`src/rtl/mem_port_ctrl.sv`:
```
// Memory-port sequencer: latches a CPU request, runs the mem_read/mem_write/mem_resp handshake, returns a one-cycle cpu_resp.
// Optional REQ timeout abort is compiled in with `define MEM_TIMEOUT_EN.
module mem_port_ctrl #(
  parameter int TIMEOUT_CYCLES = 255,
  parameter int CNT_W          = 8
) (
  input  logic        clk,
  input  logic        rst,
  input  logic        cpu_read,
  input  logic        cpu_write,
  input  logic [31:0] cpu_addr,
  input  logic [1:0]  cpu_byte_req,
  input  logic [2:0]  cpu_funct3,
  input  logic [31:0] cpu_wdata,
  output logic        cpu_resp,
  output logic [31:0] cpu_rdata,
  output logic        busy,
  output logic        timeout_err,
  output logic        mem_read,
  output logic        mem_write,
  output logic [31:0] mem_address,
  output logic [31:0] mem_wdata,
  output logic [3:0]  mem_byte_enable,
  input  logic        mem_resp,
  input  logic [31:0] mem_rdata
);

  // state  | meaning
  // S_IDLE | waiting for cpu_read/cpu_write
  // S_REQ  | strobe held to memory until mem_resp (or timeout)
  // S_DONE | cpu_resp pulse, then back to idle
  typedef enum logic [1:0] {S_IDLE, S_REQ, S_DONE} state_t;

  state_t      r_state;
  logic [3:0]  w_be;
  logic        w_unused_addr;

  assign w_unused_addr = ^cpu_addr[1:0];

`ifdef MEM_TIMEOUT_EN
  logic [CNT_W-1:0] r_cnt;
`else
  logic w_unused_cfg;
  assign w_unused_cfg = ^(CNT_W'(TIMEOUT_CYCLES));
  assign timeout_err  = 1'b0;
`endif

  // Lane enables are resolved at request time so they are fixed for the whole REQ phase.
  always_comb begin
    w_be = 4'b1111;
    if (!cpu_read) begin
      case (cpu_funct3)
        3'b000:  w_be = 4'b0001 << cpu_byte_req;
        3'b001:  w_be = cpu_byte_req[1] ? 4'b1100 : 4'b0011;
        default: w_be = 4'b1111;
      endcase
    end
  end

  always_ff @(posedge clk) begin
    if (rst) begin
      r_state         <= S_IDLE;
      cpu_resp        <= 1'b0;
      cpu_rdata       <= '0;
      busy            <= 1'b0;
      mem_read        <= 1'b0;
      mem_write       <= 1'b0;
      mem_address     <= '0;
      mem_wdata       <= '0;
      mem_byte_enable <= '0;
`ifdef MEM_TIMEOUT_EN
      r_cnt           <= '0;
      timeout_err     <= 1'b0;
`endif
    end else begin
      case (r_state)
        S_IDLE: begin
          if (cpu_read || cpu_write) begin
            mem_address     <= {cpu_addr[31:2], 2'b00};
            mem_wdata       <= cpu_wdata;
            mem_byte_enable <= w_be;
            mem_read        <= cpu_read;
            mem_write       <= ~cpu_read;
            busy            <= 1'b1;
            r_state         <= S_REQ;
`ifdef MEM_TIMEOUT_EN
            r_cnt           <= '0;
`endif
          end
        end
        S_REQ: begin
          if (mem_resp) begin
            if (mem_read) cpu_rdata <= mem_rdata;
            mem_read  <= 1'b0;
            mem_write <= 1'b0;
            cpu_resp  <= 1'b1;
            r_state   <= S_DONE;
          end
`ifdef MEM_TIMEOUT_EN
          // This REQ cycle is the last one allowed; mem_resp above takes priority.
          else if (r_cnt == CNT_W'(TIMEOUT_CYCLES - 1)) begin
            mem_read    <= 1'b0;
            mem_write   <= 1'b0;
            cpu_resp    <= 1'b1;
            timeout_err <= 1'b1;
            cpu_rdata   <= '0;
            r_state     <= S_DONE;
          end else begin
            r_cnt <= r_cnt + 1'b1;
          end
`endif
        end
        S_DONE: begin
          cpu_resp <= 1'b0;
          busy     <= 1'b0;
          r_state  <= S_IDLE;
`ifdef MEM_TIMEOUT_EN
          timeout_err <= 1'b0;
`endif
        end
        default: r_state <= S_IDLE;
      endcase
    end
  end

endmodule
```
`config.mk`:
```
export PLATFORM = sky130hd
export DESIGN_NAME = mem_port_ctrl
export DESIGN_NICKNAME = d
export VERILOG_FILES = /design/src/rtl/mem_port_ctrl.sv
export SDC_FILE = /design/constraint.sdc
export NUM_CORES = 1
export LEC_CHECK = 0
export CORE_MARGIN = 4
export CORE_UTILIZATION = 40
export DETAILED_ROUTE_END_ITERATION = 16
export GPL_ROUTABILITY_DRIVEN = 0
export GPL_TIMING_DRIVEN = 0
export PLACE_DENSITY = 0.78
export SLEW_MARGIN = 40
export SYNTH_ARGS = -nofsm -noshare
export SYNTH_HDL_FRONTEND = slang
export SYNTH_SLANG_ARGS = --single-unit
```
`constraint.sdc`:
```
create_clock -name clk -period 1.78 [get_ports clk]
set_clock_uncertainty 0.15 [all_clocks]
set_input_delay 0.356 -clock clk [delete_from_list [all_inputs] [get_ports clk]]
set_output_delay 0.356 -clock clk [all_outputs]
set_load 0.05 [all_outputs]
```
==> metrics.md <==
| Metric | Value |
|---|---|
| Status | completed |
| Crit. End Element | output port |
| Max-cap viol count | 0 |
| CTS root buffer | clkbuf_8 |
| Gr busiest metal | met2 |
| Internal Dissipation | around 3.9 mW |
| Worst-case reg-to-reg path depth | 6 |
| Core area | roughly 0.010 mm^2 |
| Post-Syn Instances | approximately 480 |
| Total power | around 5.7 mW |
| Vias in the first global route | 4,064 |
| Slowest Stage Delay on Critical Path | 0.51 ns |
| Hold Fails Final Rpt | 0 |
| Worst path cell trace | clkdlybuf4s15_1 |
| Critical path fanouts, max | 2 |
| Synthesized area per cell | ~8.8 um^2 |
| Post-Layout Cell Count | ~840 |
| Input/output buffers | just over 200 |
| YS warnings | 0 |
| Clock sinks | ~100 |
| IO Count | 211 |
| Psw | 1.79 mW |
| First-pass GRT wire length | just under 20,000 um |
| Diode count | 0 |
| DRC viols | 0 |
| GR Util met2 | 37.0% |
| VDD IR max | roughly 0.00046 V |
| Max Root-Sink Buffers | 2 |
| Initial antenna violation count | 0 |
| Seq pwr share | about 44% |
| Number of max-slew violations in the final report | 0 |
| CP Launch Type | register |
| DPL Wire Length | between 10,000 and 15,000 um |
| #FFs+latches synth | about 100 |
| WP data arrival | 1.24 ns |
| Leak | ~2.7 nW |
| DR iter-0 viols | roughly 240 |
| Req. time, crit path | approximately 1.3 ns |
| Crit path kind | reg -> out |
| TritonCTS clock tree | done |
| Crit-path slowest cell | clkdlybuf4s15_1 |
| RR Startpoint | r_state[0] |
| Dominant cell type by area after synthesis | dfxtp_1 |
| Vias per Instance | around 5.0 |
| Final setup viols | 0 |
| Share of layout cells above drive strength 1 | between 10 and 15% |
| Synthesis-to-finish area growth | 58.9% |
| Critical Path Sink | mem_address[10] |
| Clk pwr share | 28.9% |
| Worst-margin pin slew | 0.601 ns |
| Row cnt | 37 |
| Gr usage total | 20.9% |
| Power Density | ~860 mW/mm^2 |
| Reg2Reg Setup Slack | about 0.070 ns |
| Slew margin rel. | between 50% and 60% |
| Antenna viol nets, final | 0 |
| Synth top area share | about 50% |
| Logic pwr share | between 20% and 30% |
| Starting Density | 40.8% |
| Drt pass-1 iters | 5 |
| Cell variety after synth | 25 |
| Placed cell count | between 800 and 900 |
| Die Wd | 110 um |
| CP Depth | 1 |
| Wire per inst | about 16 um |
| Total routed wirelength | roughly 13,000 um |
| Die height | 110 um |
| Buf/Inv on CP | 1 |
| Post-cts hold buffer count | 0 |
| Clk Latency, worst-skew pair | ~0.35 ns |
| Reg2reg end | mem_address[10] |
| Sw Ratio | between 30% and 40% |
| Max frequency | roughly 570 MHz |
| Post-Syn Area | 0.00417 mm^2 |
| Worst setup startpoint | mem_address[10] |
| Via count of the routed design | roughly 4,200 |
| Nets | 809 |
| Synth area leaders | dfxtp_1 (50%), or3b_1 (12%), a21oi_1 (12%) |
| Part of the Yosys area used for sequential elements | 49.9% |
| Full die area | between 0.01 and 0.015 mm^2 |
| H-tree Lvls | 3 |
| Maximum number of pins on one net before global-route repair | 17 |
| Num CTS Buffers | 9 |
| Clock transition at path regs | 0.10 ns |
| Total grt overflow | 0 |
| RSZ-0062 raised after global routing | true |
| Min-Delay Path Class | reg -> reg |
| Grt met3 use | roughly 7.7% |
| Met1 usage | a little under a quarter |
| Cell family with most CP delay | buffers and inverters |
| Period utilization | approximately 100% |
| Tmin final | about 1.7 ns |
-- per-layer routing --
layer  routed length [um]  up-vias
li1                     -     2095
met1                 5210     1941
met2                 6440      176
met3                 1520       15
met4                  174        0
met5                    0        -
-- layout make-up --
cell class,instances,area [um^2]
Inverter,4,15.0
Tap cell,136,170
Multi-Input combinational cell,321,1850
Fill cell,906,3600
Sequential cell,104,2090
Timing Repair Buffer,213,1980
Buffer,50,292
Clock buffer,12,155
Clock inverter,4,76.3
-- cell usage after synthesis (all sizes together) --
master,number
or2b,1
nor2,4
nand4b,1
and2b,1
or2,2
and3,1
nor2b,1
and4b,1
or3b,63
dfxtp,104
conb,1
a221oi,4
a21o,1
clkbuf,39
nand2,67
inv,4
a21oi,99
o21bai,1
nand3b,1
buf,11
nand2b,4
o21ai,66
-- how the worst min path moves through the flow --
stage / from / endpoint / slack (ns) / cells past startpoint
final: cpu_rdata[3] / cpu_rdata[3] / 0.30 / 2
after detailed placement: cpu_rdata[3] / cpu_rdata[3] / 0.30 / 2
after CTS: cpu_rdata[3] / cpu_rdata[3] / 0.31 / 2
after global routing: cpu_read / mem_write / 0.32 / 4
after global placement: cpu_rdata[24] / cpu_rdata[24] / 0.29 / 2
after floorplan: mem_rdata[0] / cpu_rdata[0] / 0.34 / 2
-- power groups by stage --
stage	Clock, mW	Combinational (mW)	Sequential [mW]
2_1_floorplan	0	0.439	3.08
5_1_grt	1.79	1.63	2.56
3_5_place_dp	0	1.56	2.60
4_1_cts	1.70	1.49	2.54
3_3_place_gp	0	1.54	2.60
6_report	1.65	1.54	2.55
-- logic make-up (layout without fill, tap and decap cells) --
| group | count (synthesis) | in the layout | synth area share (%) |
|---|---|---|---|
| compound gates | 171 | 171 | 21.6 |
| other cells | 1 | 3 | 0.0898 |
| simple gates | 147 | 147 | 21.8 |
| buf+inv | 54 | 283 | 6.65 |
| flops | 104 | 104 | 49.9 |
-- sequential cells by signal (all words and copies together) (netlist names) --
signal,count
cpu_rdata,32
mem_wdata,32
mem_address,30
mem_byte_enable,4
r_state,2
busy,1
cpu_resp,1
mem_read,1
mem_write,1
-- placed cells by master (no fill, tap or decap), drive strengths merged, types with 3 or more instances in the layout --
cell / synthesis / layout
inv: 4 / 4
dlygate4sd2: 0 / 34
buf: 11 / 21
nand2: 67 / 67
nand2b: 4 / 4
a21oi: 99 / 99
nor2: 4 / 4
clkbuf: 39 / 71
a221oi: 4 / 4
clkdlybuf4s50: 0 / 100
dfxtp: 104 / 104
conb: 1 / 3
or3b: 63 / 63
o21ai: 66 / 66
clkdlybuf4s15: 0 / 47
-- metrics by stage --
| stage | util, % | hold slack, ns | setup TNS, ns | setup slack (ns) | instance area, um^2 |
|---|---|---|---|---|---|
| after global routing | 64.8 | 0.322 | -0.0564 | -0.0191 | 6630 |
| after floorplan | - | 0.342 | 0 | 0.0451 | 4180 |
| after detailed placement | 62.5 | 0.299 | -67.50 | -0.954 | 6390 |
| final | 64.8 | 0.305 | 0 | 0.0383 | 6630 |
| after CTS | 64.1 | 0.310 | 0 | 0.000467 | 6550 |
| after global placement | 62.5 | 0.292 | -62.93 | -0.848 | 6390 |
-- timing repair --
| item | CTS | global route |
|---|---|---|
| hold endpoints to repair | 0 | 0 |
| buffers inserted | 2 | 6 |
| pin swaps | 1 | 5 |
| setup endpoints to repair | 170 | 144 |
| resized for setup | 126 | 109 |
| gates cloned | 0 | 1 |
Note: power is estimated with default switching activity, not from simulation.
